`src/rtl/reg_file_8x16_pkg.sv`:
```
// reg_file_8x16_pkg: shared register-file constants, register names and dump FSM encoding
package reg_file_8x16_pkg;
    localparam int REG_W      = 16;
    localparam int REG_ADDR_W = 3;
    localparam int NUM_REGS   = 8;
    localparam logic [REG_ADDR_W-1:0] R_ZERO = 3'd0;
    localparam logic [REG_ADDR_W-1:0] R_ONE  = 3'd1;
    localparam logic [REG_ADDR_W-1:0] R_FIVE = 3'd5;
    localparam logic [REG_ADDR_W-1:0] R_SP   = 3'd6;
    localparam logic [REG_ADDR_W-1:0] R_RA   = 3'd7;
    typedef enum logic [1:0] {
        IDLE = 2'd0,
        SEND = 2'd1,
        DONE = 2'd2
    } dump_state_e;
endpackage

```
`src/rtl/reg_file_8x16_reg_dump_ctrl.sv`:
```
// reg_dump_ctrl: streams every register out in index order over a valid/ready handshake
module reg_dump_ctrl
    import reg_file_8x16_pkg::*;
#(
    parameter int ADDR_W = REG_ADDR_W,
    parameter int DATA_W = REG_W
) (
    input  logic              clk,
    input  logic              reset,
    input  logic              req,
    input  logic              ready,
    input  logic [DATA_W-1:0] rd_data,
    output logic [ADDR_W-1:0] rd_idx,
    output logic              valid,
    output logic [ADDR_W-1:0] idx,
    output logic [DATA_W-1:0] data,
    output logic              busy
);
    localparam logic [ADDR_W-1:0] LAST = ADDR_W'(2**ADDR_W - 1);
    dump_state_e state;
    always_ff @(posedge clk or posedge reset) begin
        if (reset) begin
            state <= IDLE;
            idx   <= '0;
            valid <= 1'b0;
            busy  <= 1'b0;
        end else begin
            case (state)
                IDLE: if (req) begin
                    state <= SEND;
                    idx   <= '0;
                    valid <= 1'b1;
                    busy  <= 1'b1;
                end
                SEND: if (ready) begin
                    if (idx == LAST) begin
                        state <= DONE;
                        valid <= 1'b0;
                    end else begin
                        idx <= idx + ADDR_W'(1);
                    end
                end
                DONE: begin
                    state <= IDLE;
                    idx   <= '0;
                    busy  <= 1'b0;
                end
                default: begin
                    state <= IDLE;
                    idx   <= '0;
                    valid <= 1'b0;
                    busy  <= 1'b0;
                end
            endcase
        end
    end
    // Data follows live storage so a stalled word picks up later writes
    assign rd_idx = idx;
    assign data   = valid ? rd_data : '0;
endmodule

```
`src/rtl/reg_file_8x16.sv`:
```
// reg_file_8x16: eight-entry register file with bypassed read ports, r5 tap and debug dump
module reg_file_8x16
    import reg_file_8x16_pkg::*;
#(
    parameter int DATA_W = REG_W,
    parameter int ADDR_W = REG_ADDR_W,
    parameter bit BYPASS = 1'b1
) (
    input  logic              clk,
    input  logic              reset,
    input  logic [ADDR_W-1:0] ReadA,
    input  logic [ADDR_W-1:0] ReadB,
    input  logic [ADDR_W-1:0] WriteReg,
    input  logic [DATA_W-1:0] WriteValue,
    input  logic              RegWrite,
    output logic [DATA_W-1:0] RegAOut,
    output logic [DATA_W-1:0] RegBOut,
    output logic [DATA_W-1:0] RegFive,
    input  logic              DumpReq,
    output logic              DumpValid,
    input  logic              DumpReady,
    output logic [ADDR_W-1:0] DumpIdx,
    output logic [DATA_W-1:0] DumpData,
    output logic              DumpBusy
);
    logic [DATA_W-1:0] regs [2**ADDR_W];
    logic [ADDR_W-1:0] dump_rd_idx;
    always_ff @(posedge clk or posedge reset) begin
        if (reset) begin
            for (int i = 0; i < 2**ADDR_W; i++) regs[i] <= '0;
        end else if (RegWrite) begin
            regs[WriteReg] <= WriteValue;
        end
    end
    assign RegAOut = (BYPASS && RegWrite && ReadA == WriteReg) ? WriteValue : regs[ReadA];
    assign RegBOut = (BYPASS && RegWrite && ReadB == WriteReg) ? WriteValue : regs[ReadB];
    // The lmhw merge must see the committed value, so this tap never bypasses
    assign RegFive = regs[ADDR_W'(R_FIVE)];
    reg_dump_ctrl #(.ADDR_W(ADDR_W), .DATA_W(DATA_W)) u_dump (
        .clk     (clk),
        .reset   (reset),
        .req     (DumpReq),
        .ready   (DumpReady),
        .rd_data (regs[dump_rd_idx]),
        .rd_idx  (dump_rd_idx),
        .valid   (DumpValid),
        .idx     (DumpIdx),
        .data    (DumpData),
        .busy    (DumpBusy)
    );
endmodule
```
`config.mk`:
```
export PLATFORM = sky130hd
export DESIGN_NAME = reg_file_8x16
export DESIGN_NICKNAME = d
export VERILOG_FILES = /design/src/rtl/reg_file_8x16_pkg.sv /design/src/rtl/reg_file_8x16_reg_dump_ctrl.sv /design/src/rtl/reg_file_8x16.sv
export SDC_FILE = /design/constraint.sdc
export NUM_CORES = 1
export LEC_CHECK = 0
export ABC_AREA = 1
export CAP_MARGIN = 30
export CORE_MARGIN = 2
export CORE_UTILIZATION = 35
export CTS_BUF_LIST = sky130_fd_sc_hd__clkbuf_8
export DETAILED_ROUTE_END_ITERATION = 7
export GPL_TIMING_DRIVEN = 1
export SLEW_MARGIN = 40
export SYNTH_ARGS = -nofsm -noshare
export SYNTH_HDL_FRONTEND = slang
export SYNTH_SLANG_ARGS = --single-unit
export TNS_END_PERCENT = 100
```
`constraint.sdc`:
```
create_clock -name clk -period 13.2 [get_ports clk]
set_input_delay 1.98 -clock clk [delete_from_list [all_inputs] [get_ports clk]]
set_output_delay 1.98 -clock clk [all_outputs]
set_load 0.02 [all_outputs]
```
# Yosys cells after proc, flatten, opt, wreduce, memory -nomap -nowiden
# Cells that the tools add are included.
dict set report totals {
  regBits 135
  out_inout_bits 69
}
dict set report op_classes {
  n_addsub 1
  order_cmp 5
  eq_ne 9
  muxes 28
  bitwise_logic 6
  reduce_logical 8
}
# cell n
set op_table {}
lappend op_table {{$mux 16} 10}
lappend op_table {{$bmux 16 s3} 3}
lappend op_table {{$bwmux 128} 1}
lappend op_table {{$demux 16 s3} 1}
lappend op_table {{$ge 4x4->1 const B} 4}
lappend op_table {{$not 3->4} 4}
lappend op_table {{$mux 3} 3}
lappend op_table {{$eq 3x3->1} 2}
lappend op_table {{$mux 2} 3}
lappend op_table {{$ne 2x2->1 const B} 3}
lappend op_table {{$pmux 3 s2} 1}
lappend op_table {{$reduce_and 3->1} 2}
lappend op_table {{$lt 4x1->1 const B} 1}
lappend op_table {{$pmux 2 s2} 1}
lappend op_table {{$reduce_and 4->1} 1}
lappend op_table {{$add 3x1->3 const B} 1}
lappend op_table {{$eq 3x3->1 const B} 1}
lappend op_table {{$logic_and 1x1->1} 3}
lappend op_table {{$mux 1} 3}
lappend op_table {{$pmux 1 s3} 1}
lappend op_table {{$eq 2x1->1 const B} 1}
lappend op_table {{$eq 2x2->1 const B} 1}
lappend op_table {{$logic_not 2->1} 1}
lappend op_table {{$ne 2x1->1 const B} 1}
lappend op_table {{3 further kinds} 4}

# Depth between registers and ports, before layout
# Gate-level depths: netlist of the first run.
dict set report logic_depth {
  word_depth 6
  ltp_mapped 10
}

# Cells and area by module
# Synthesis of the first run repeated with hierarchy kept, for this count alone.
dict set report hier_totals {
  cells_unflattened 1521
  hier_area_um2 9485.3
}
# module instances cells_per_inst area_each_um2 seq_area_each_um2
set by_module_without_submodules {}
lappend by_module_without_submodules {reg_file_8x16 1 1443 8992.4 3203.1}
lappend by_module_without_submodules {reg_dump_ctrl 1 78 493.0 175.2}

# Least setup slack after synthesis of the first run
# No wires, ideal clock.
dict set report synth_timing {
  path_type {in2out}
  from {input ReadA[2]}
  to {output RegAOut[10]}
  t_arrival_ns 2.901
  required_time_ns 11.220
  slack_ns 8.319
  stages 10
  path_cell_list {buf_4 -> inv_2 -> nand2_1 -> nand2_1 -> nor2_4 -> nand2_4 -> inv_6 -> buf_8 -> nand2_1 -> nand2_1}
}
dict set report synth_via {
  elab_chain_len 5
}
# element line_no
set synth_rtl {}
lappend synth_rtl {{start: declaration} reg_file_8x16.sv:11} ;# input logic [ADDR_W-1:0] ReadA,
lappend synth_rtl {{$not 3->4 (implied by the code)} reg_file_8x16.sv:35} ;# assign RegAOut = (BYPASS && RegWrite && ReadA == WriteReg) ? WriteValue : regs[ReadA];
lappend synth_rtl {{$bmux 16 s3} reg_file_8x16.sv:35}
lappend synth_rtl {{$mux 16 (implied by the code) (2 in a row)} reg_file_8x16.sv:35}
lappend synth_rtl {{$mux 16 *} reg_file_8x16.sv:35}
lappend synth_rtl {{end: declaration} reg_file_8x16.sv:16} ;# output logic [DATA_W-1:0] RegAOut,
# Mark *: on every way between the ends. The rest lies on a longest branch, timed or not. The select of a mux whose other input is x is not followed.

# Worst setup path in the final report of the first run
dict set report layout_timing {
  from {input ReadB[1]}
  to {output RegBOut[13]}
}
dict set report layout_via {
  elab_chain_len 5
}
# element line_no
set layout_rtl {}
lappend layout_rtl {{start: declaration} reg_file_8x16.sv:12} ;# input logic [ADDR_W-1:0] ReadB,
lappend layout_rtl {{$not 3->4 (implied by the code)} reg_file_8x16.sv:36} ;# assign RegBOut = (BYPASS && RegWrite && ReadB == WriteReg) ? WriteValue : regs[ReadB];
lappend layout_rtl {{$bmux 16 s3} reg_file_8x16.sv:36}
lappend layout_rtl {{$mux 16 (implied by the code) (2 in a row)} reg_file_8x16.sv:36}
lappend layout_rtl {{$mux 16 *} reg_file_8x16.sv:36}
lappend layout_rtl {{end: declaration} reg_file_8x16.sv:17} ;# output logic [DATA_W-1:0] RegBOut,
# Marks and branches as above.

==> impl_metrics.csv, run 1 <==
group,metric,value,unit
sta,finalSetupViolations,0,
yosys,synth_top_family_by_area,"simple AND/OR/NAND/NOR gates",
global_routing,grt_use_met1,33.5,%
worst_hold_path,holdPathEnd,"u_dump.busy$_DFFE_PP0P_",
sta,final_max_slew_viol_count,0,
clock_tree,clock_latency,0.47,ns
setup_path,worstPathRequired,11.22,ns
cells_and_area,diodes,0,
clock_tree,cts_buffers,17,
yosys,yosysTopAreaCell,"dfrtp_1",
placed_design,dp_hpwl,23.0,mm
floorplan,top_level_ports,99,
clock_tree,h-tree-depth,4,
setup_path,arrival,4.78,ns
clock_tree,clock_path_buffers,2,
worst_hold_path,whs_path_depth,1,
routing,wl,33.7,mm
yosys,synth_compound_area_share,9.92,%
yosys,syn_area,9430,um2
floorplan,coreArea,26700,um2
floorplan,die_w,168,um
yosys,ys_ff_latch,135,
worst_hold_path,holdCritStartpoint,"u_dump.state[1]$_DFFE_PP0P_",
job,max-cap-violations,0,
routing,drt_iter0_drc,996,
yosys,synth_nets,1550,
clock_tree,path_clk_slew,0.10,ns
setup_path,crit_chain,"clkdlybuf4s50_1 -> buf_4 -> inv_2 -> nand2_1 -> nand2_1 -> nor2_2 -> nand2_4 -> inv_4 -> nand2_1 -> nand2_1 -> clkdlybuf4s50_1",
global_routing,grtUsageMet3,4.35,%
sta,min_period,6.76,ns
global_routing,grt_pass1_wl,53.0,mm
yosys,synth_top_area_share,35.8,%
yosys,synthDistinctLibCells,25,
setup_path,worst-path-max-fanout,34,
routing,drc,0,
cells_and_area,utilization,40.3,%
setup_path,critPathKind,"in -> out",
global_routing,track_usage,24.1,%
yosys,yosys_warnings,0,
routing,first_pass_iters,7,
clock_tree,cts_hold_buf,0,
setup_path,crit_top_cell,"nand2_1",
pwr,power.density,160,nW/um2
clock_tree,tritoncts,"yes",
placed_design,gp_congestion,0.918,
setup_path,cp-end-kind,"output port",
sta,tns,0,ns
global_routing,grt_pass1_vias,9276,
sta,whs,0.440,ns
routing,vias,9978,
routing,avgRoutedWirePerCell,17.8,um
setup_path,crit_path_start_kind,"input pin",
clock_tree,cts_setup_buffers,0,
setup_path,reg2regPathDepth,6,
global_routing,antenna_found_initial,0,
yosys,synthFlopType,"dfrtp_1",
yosys,synth-edff-count,0,
sta,rsz0062_at_grt,"no",
sta,worst_clock_skew,0.00910,ns
global_routing,grt_max_degree,98,
yosys,syn_area_per_cell,6.21,um2
yosys,synth_mux_area_share,0,%
global_routing,grt_overflow_total,0,
yosys,synthCells,1518,
global_routing,grt_util_met2,39.4,%
floorplan,placementRows,60,
setup_path,critPathSlowestCell,"clkdlybuf4s50_1",
setup_path,timing.rr.end,"u_dump.valid$_DFFE_PP0P_",
cells_and_area,drive_gt1_share,5.03,%
yosys,synth_area_leaders,"dfrtp_1, nand2_1, nand3_1, o21ai_0, inv_1",
sta,clock.fmax,0.148,GHz
yosys,synth_xor_area_share,0,%
floorplan,die_area,28300,um2
pwr,peakVddDrop,0.111,mV
worst_hold_path,worstHoldPathType,"reg -> reg",
floorplan,start_util,35.3,%
setup_path,rr_startpoint,"u_dump.idx[1]$_DFFE_PP0P_",
status,status,"completed",
routing,via_per_inst,5.27,
yosys,synthAdderAreaFrac,0.265,%
clock_tree,ctsResizeCount,0,
sta,fin_crit_sh,51.2,%
clock_tree,cts_sinks,135,
setup_path,r2r_slack,11.34,ns
yosys,async_reset_ff_share,100,%
yosys,synth_most_common_cell,"nand2_1",
global_routing,busiest_layer,"met2",
clock_tree,clockRootBuffer,"clkbuf_8",
yosys,yosys.area_share.simple,41.0,%
placed_design,port-buffer-count,98,
floorplan,die_h,168,um
setup_path,slowest_delay,0.60,ns
routing,ant_nets,0,
yosys,synthTopCellsByCount,"nand2_1, nand3_1, inv_1",
cells_and_area,area_growth,14.1,%
sta,tightestPinTransition,0.850,ns
sta,slew_headroom,43.2,%
yosys,yosysSeqAreaShare,35.8,%
pwr,p_leak,5.49,nW
sta,report.final.hold_viol_count,0,
cells_and_area,final_nets,1570,
[cells by family after synthesis]
logic type,Yosys count
adder cells (fa/ha/maj),2
buffers and inverters,279
flip-flops,135
AO/OA/AOI/OAI,179
AND/OR/NAND/NOR,923
[cell usage in the layout (no fill, tap or decap), types with 5 or more instances in the layout]
master           netlist  routed
nand3_1              277     277
clkinv_2               1       5
o21ai_0              144     144
nand2_1              596     596
nor2_1                40      40
inv_1                151     151
a21oi_1               17      17
inv_2                  7       7
clkdlybuf4s50_1        0      96
o211ai_1              16      16
buf_4                 22      19
clkbuf_8               0      18
dfrtp_1              135     132
[worst max-delay path: cells and delay by family]
family / cells / cell delay, ns
simple gates: 6 / 0.71
buf+inv: 5 / 2.06
[area by class of cell]
type,count,area [um2]
clock buffer,18,248
fill,2915,16000
timing repair buffer,119,1140
sequential,135,3380
tap,341,427
clock inverter,14,114
multi-input combinational,1104,4830
inverter,161,621
[metal layers]
metal | up-vias | wire [um]
met5 | - | 0
met4 | 0 | 420
met3 | 40 | 3120
met2 | 457 | 15400
met1 | 4659 | 14800
li1 | 4822 | -
[stage by stage]
stage	total power [W]	area (um2)	cells	worst slack, ns
2_1_floorplan	0.00109	9430	1518	7.61
5_1_grt	0.00185	10800	1892	6.30
6_report	0.00173	10800	1892	6.44
3_5_place_dp	0.00139	10400	1860	6.50
4_1_cts	0.00173	10800	1892	6.48
3_3_place_gp	0.00138	10400	1859	6.53
[flip-flops by register name, summed over array words and instances, names as in the netlist]
signal / flops
u_dump.idx: 3
regs: 112
u_dump.state: 2
u_dump.busy: 1
u_dump.valid: 1
RegFive: 16
[power by group]
part	switching (W)	internal, W	leakage (nW)
sequential	0.0000715	0.000497	1.69
combinational	0.000533	0.000292	3.62
clock	0.000182	0.000151	0.183
total	0.000786	0.000941	5.49
[how the worst max path moves through the flow]
stage	slack, ns	startpoint	end
4_1_cts	6.48	ReadB[1]	RegBOut[13]
3_3_place_gp	6.53	ReadA[1]	RegAOut[4]
6_report	6.44	ReadB[1]	RegBOut[13]
2_1_floorplan	7.61	reset	RegFive[0]$_DFFE_PP0P_
5_1_grt	6.30	ReadB[0]	RegBOut[4]
3_5_place_dp	6.50	ReadA[1]	RegAOut[6]
(Power assumes the default switching activity.)
==> run 2: changes to the inputs <==
- clock period: 13.2 -> 5.65 ns (I/O delays scaled with it)
==> run 2 against run 1 <==
First-iteration DRC count rose by 43%. Clock-buffer cell count is the same. Cell area increased by 0.23%. Power is 140% higher. Critical path type unchanged. Critical endpoint is now RegBOut[1]. Largest cell class unchanged. Largest power group unchanged.
==> impl_metrics.csv, run 2 (synthesis results as in run 1) <==
group,metric,value,unit
routing,drt_iter0_drc,1420,
setup_path,arrival,3.76,ns
routing,first_pass_iters,6,
floorplan,die_h,168,um
global_routing,grt_pass1_wl,54.7,mm
setup_path,worstSetupStartpoint,"ReadB[1]",
routing,via_per_inst,5.35,
setup_path,worst-path-stages,11,
placed_design,dp_hpwl,22.7,mm
sta,fin_crit_sh,81.5,%
setup_path,reg2regPathDepth,6,
setup_path,cp.buffers_inverters,5,
floorplan,start_util,35.3,%
clock_tree,tritoncts,"yes",
setup_path,worst-path-max-fanout,34,
clock_tree,clockRootBuffer,"clkbuf_8",
setup_path,critPathSlowestCell,"clkdlybuf4s50_1",
pwr,p_leak,5.50,nW
sta,tns,0,ns
sta,slew_headroom,47.9,%
setup_path,cp-end-kind,"output port",
floorplan,die_w,168,um
routing,vias,10115,
cells_and_area,largest_register_ff_count,112,
sta,clock.fmax,0.217,GHz
floorplan,coreArea,26700,um2
clock_tree,clock_path_buffers,2,
setup_path,crit_top_cell,"nand2_1",
cells_and_area,regArea,3390,um2
routing,ant_nets,0,
cells_and_area,utilization,40.4,%
cells_and_area,final_nets,1569,
placed_design,port-buffer-count,98,
setup_path,worstPathRequired,4.80,ns
sta,rsz0062_at_grt,"no",
sta,min_period,4.61,ns
job,max-cap-violations,0,
clock_tree,cts_sinks,135,
routing,drc,0,
cells_and_area,final_cell_mix,"nand2_1, nand3_1, inv_1",
cells_and_area,drive_gt1_share,5.29,%
cells_and_area,multi_input_area,4840,um2
status,status,"completed",
routing,avgRoutedWirePerCell,18.1,um
placed_design,gp_congestion,0.911,
clock_tree,clock_latency,0.47,ns
sta,worst_clock_skew,0.00560,ns
sta,tightestPinTransition,0.782,ns
global_routing,grt_max_degree,105,
global_routing,grt_pass1_vias,9462,
clock_tree,ctsResizeCount,0,
clock_tree,h-tree-depth,4,
setup_path,crit_path_start_kind,"input pin",
worst_hold_path,holdCritStartpoint,"u_dump.state[1]$_DFFE_PP0P_",
cells_and_area,area_growth,14.4,%
setup_path,critical_path.top_delay_family,"buffers and inverters",
worst_hold_path,whs_path_depth,1,
cells_and_area,fill_cells,2925,
setup_path,crit_chain,"clkdlybuf4s50_1 -> buf_4 -> inv_2 -> nand2_1 -> nand2_1 -> nor2_2 -> nand2_4 -> inv_4 -> nand2_1 -> nand2_1 -> clkdlybuf4s50_1",
sta,final_max_slew_viol_count,0,
global_routing,track_usage,24.8,%
pwr,peakVddDrop,0.234,mV
global_routing,grt_overflow_total,0,
clock_tree,cts_setup_buffers,0,
floorplan,placementRows,60,
global_routing,antenna_found_initial,0,
sta,finalSetupViolations,0,
floorplan,top_level_ports,99,
clock_tree,cts_hold_buf,0,
cells_and_area,top_register,"regs",
floorplan,die_area,28300,um2
routing,wl,34.3,mm
clock_tree,path_clk_slew,0.09,ns
worst_hold_path,worstHoldPathType,"reg -> reg",
sta,whs,0.449,ns
setup_path,slowest_delay,0.61,ns
sta,report.final.hold_viol_count,0,
pwr,power.density,379,nW/um2
cells_and_area,diodes,0,
setup_path,rr_startpoint,"u_dump.idx[1]$_DFFE_PP0P_",
cells_and_area,final_common_cell,"nand2_1",
clock_tree,cts_buffers,17,
setup_path,critPathKind,"in -> out",
-- run 2: final timing paths --
kind,endpoint,slack [ns]
max,RegBOut[1],1.04
max reg2reg,u_dump.valid$_DFFE_PP0P_,3.61
min,u_dump.busy$_DFFE_PP0P_,0.45
min in group asynchronous,regs[52]$_DFFE_PP0P_,0.82
max in group asynchronous,regs[25]$_DFFE_PP0P_,3.89
min reg2reg,u_dump.busy$_DFFE_PP0P_,0.45
-- run 2: area by class of cell --
class,instances,share of cell area (%)
sequential,135,31.4
clock buffer,18,2.30
inverter,161,5.81
tap,341,3.96
timing repair buffer,118,10.4
clock inverter,14,1.25
multi-input combinational,1104,44.9
-- run 2: layer usage --
metal | GRT usage (%) | vias up | share of wire, % | wire (um)
met1 | 34.7 | 4719 | 44 | 15000
met2 | 38.7 | 531 | 44 | 15100
met4 | 6.75 | 0 | 2.1 | 732
li1 | - | 4810 | - | -
met3 | 5.38 | 55 | 10 | 3460
met5 | 0 | - | 0 | 0
-- run 2: stage by stage --
step	std cells	instance area, um2	total power (W)	setup slack, ns
2_1_floorplan	1518	9430	0.00255	1.19
3_3_place_gp	1859	10400	0.00323	1.14
3_5_place_dp	1859	10400	0.00326	1.11
4_1_cts	1891	10800	0.00409	1.10
5_1_grt	1891	10800	0.00438	0.873
6_report	1891	10800	0.00409	1.04
-- run 2: power breakdown --
| part | internal, W | leakage, nW | switching (W) |
|---|---|---|---|
| sequential | 0.00116 | 1.69 | 0.000207 |
| combinational | 0.000682 | 3.62 | 0.00121 |
| clock | 0.000399 | 0.193 | 0.000431 |
| total | 0.00224 | 5.50 | 0.00185 |
==> run 3: changes to the inputs <==
- clock period: 5.65 -> 4.2 ns (I/O delays scaled with it)
==> run 3 against run 2 <==
Hold slack worse by 0.017 ns. First-iteration DRC count decreased by 13%. Die area did not move. Non-clock buffer count increased by 8. Core utilization grew 0.39 points. Routed wire length rose by 3.9%. Worst setup slack worse by 0.46 ns. Critical path type unchanged. Highest routed layer unchanged.
==> impl_metrics.csv, run 3 (synthesis results as in run 1) <==
group,metric,value,unit
clock_tree,clock_path_buffers,2,
floorplan,coreArea,26700,um2
sta,tns,0,ns
setup_path,slowest_delay,0.60,ns
setup_path,cp-end-kind,"output port",
global_routing,grt_max_degree,123,
cells_and_area,area_growth,15.5,%
worst_hold_path,whs_path_depth,1,
cells_and_area,largest_register_ff_count,112,
setup_path,arrival,2.99,ns
routing,ant_nets,0,
sta,slew_headroom,40.9,%
cells_and_area,final_common_cell,"nand2_1",
cells_and_area,top_register,"regs",
setup_path,worstSetupStartpoint,"ReadB[1]",
cells_and_area,fill_cells,2869,
global_routing,antenna_found_initial,0,
global_routing,track_usage,25.5,%
job,max-cap-violations,0,
routing,drt_iter0_drc,1238,
cells_and_area,final_cell_mix,"nand2_1, nand3_1, inv_1",
floorplan,top_level_ports,99,
pwr,clkPwrFrac,21.2,%
routing,via_per_inst,5.39,
routing,drc,0,
cells_and_area,final_nets,1577,
setup_path,crit_path_start_kind,"input pin",
placed_design,dp_hpwl,22.5,mm
floorplan,die_w,168,um
routing,first_pass_iters,6,
pwr,intPower,0.00312,W
setup_path,crit_chain,"clkdlybuf4s50_1 -> buf_4 -> nand2_1 -> nand2_1 -> nor2_2 -> nand2_4 -> nand3_1 -> nand2_1 -> clkdlybuf4s50_1",
clock_tree,path_clk_slew,0.09,ns
sta,finalSetupViolations,0,
clock_tree,cts_sinks,135,
clock_tree,cts_setup_buffers,0,
routing,avgRoutedWirePerCell,18.8,um
setup_path,critPathSlowestCell,"clkdlybuf4s50_1",
clock_tree,ctsResizeCount,0,
setup_path,critPathKind,"in -> out",
clock_tree,h-tree-depth,4,
sta,min_period,3.62,ns
floorplan,placementRows,60,
status,status,"completed",
sta,report.final.hold_viol_count,0,
setup_path,rr_startpoint,"u_dump.idx[1]$_DFFE_PP0P_",
setup_path,reg2regPathDepth,6,
global_routing,grt_overflow_total,0,
pwr,swShare,44.5,%
sta,fin_crit_sh,86.1,%
clock_tree,tritoncts,"yes",
global_routing,grt_pass1_vias,9584,
sta,tightestPinTransition,0.881,ns
routing,wl,35.6,mm
sta,clock.fmax,0.277,GHz
sta,final_max_slew_viol_count,0,
floorplan,die_h,168,um
setup_path,worst-path-stages,9,
routing,vias,10234,
placed_design,port-buffer-count,98,
pwr,p_leak,5.54,nW
cells_and_area,regArea,3390,um2
pwr,peakVddDrop,0.203,mV
placed_design,gp_congestion,0.919,
cells_and_area,drive_gt1_share,5.65,%
floorplan,die_area,28300,um2
setup_path,critical_path.top_delay_family,"buffers and inverters",
sta,worst_clock_skew,0.00841,ns
worst_hold_path,holdCritStartpoint,"u_dump.state[1]$_DFFE_PP0P_",
clock_tree,clockRootBuffer,"clkbuf_8",
clock_tree,cts_buffers,17,
setup_path,crit_top_cell,"nand2_1",
pwr,power.density,516,nW/um2
setup_path,worstPathRequired,3.57,ns
floorplan,start_util,35.3,%
cells_and_area,diodes,0,
setup_path,cp.buffers_inverters,3,
setup_path,worst-path-max-fanout,33,
sta,rsz0062_at_grt,"no",
sta,whs,0.432,ns
pwr,p_switching,0.00250,W
pwr,p_seq_share,32.4,%
clock_tree,clock_latency,0.47,ns
pwr,p_comb_share,46.4,%
worst_hold_path,worstHoldPathType,"reg -> reg",
clock_tree,cts_hold_buf,0,
cells_and_area,multi_input_area,4830,um2
global_routing,grt_pass1_wl,55.7,mm
## run 3: cell count changes in the layout (fill, tap and decap cells not counted), sizes merged
cell	delta
clkinvlp	+2
clkbuf	+1
bufinv	+1
buf	+8
inv	-2
clkinv	-2
## run 3: area by class of cell
type / instances / area share [%]
multi-input combinational: 1104 / 44.3
sequential: 135 / 31.1
timing repair buffer: 126 / 11.2
inverter: 161 / 5.66
tap: 341 / 3.92
clock buffer: 19 / 2.40
clock inverter: 13 / 1.42
## run 3: path summary, 6_finish.rpt
| kind | end | slack, ns |
|---|---|---|
| worst max-delay path | RegBOut[13] | 0.58 |
| worst min-delay path | u_dump.busy$_DFFE_PP0P_ | 0.43 |
| worst max register to register | u_dump.valid$_DFFE_PP0P_ | 2.26 |
| worst min register to register | u_dump.busy$_DFFE_PP0P_ | 0.43 |
| max in group asynchronous | u_dump.idx[2]$_DFFE_PP0P_ | 2.68 |
| min in group asynchronous | regs[17]$_DFFE_PP0P_ | 0.45 |
## run 3: per-stage QoR
step           utilization, %  area, um2  setup slack [ns]  instances  power [W]
6_report                 40.8      10900             0.584       1899    0.00562
5_1_grt                  40.8      10900             0.492       1899    0.00601
4_1_cts                  40.7      10900             0.633       1899    0.00561
3_5_place_dp             39.2      10500             0.643       1867    0.00441
3_3_place_gp             39.2      10500             0.663       1867    0.00438
2_1_floorplan               -       9440              1.89       1518    0.00344
## run 3: power by group through the flow
stage	Sequential (W)	Clock (W)	Combinational (W)
floorplan	0.00173	0	0.00171
global placement	0.00183	0	0.00255
detailed placement	0.00184	0	0.00258
CTS	0.00181	0.00121	0.00259
global route	0.00185	0.00125	0.00290
finish	0.00182	0.00119	0.00261
## run 3: layer usage
metal  share of wire (%)  vias to the layer above  global-route usage (%)  wire, um
li1                    -                     4837                       -         -
met1                  44                     4769                    35.6     15600
met2                  43                      554                    38.4     15100
met3                  11                       74                    5.99      3790
met4                 3.2                        0                    9.97      1140
met5                   0                        -                       0         0
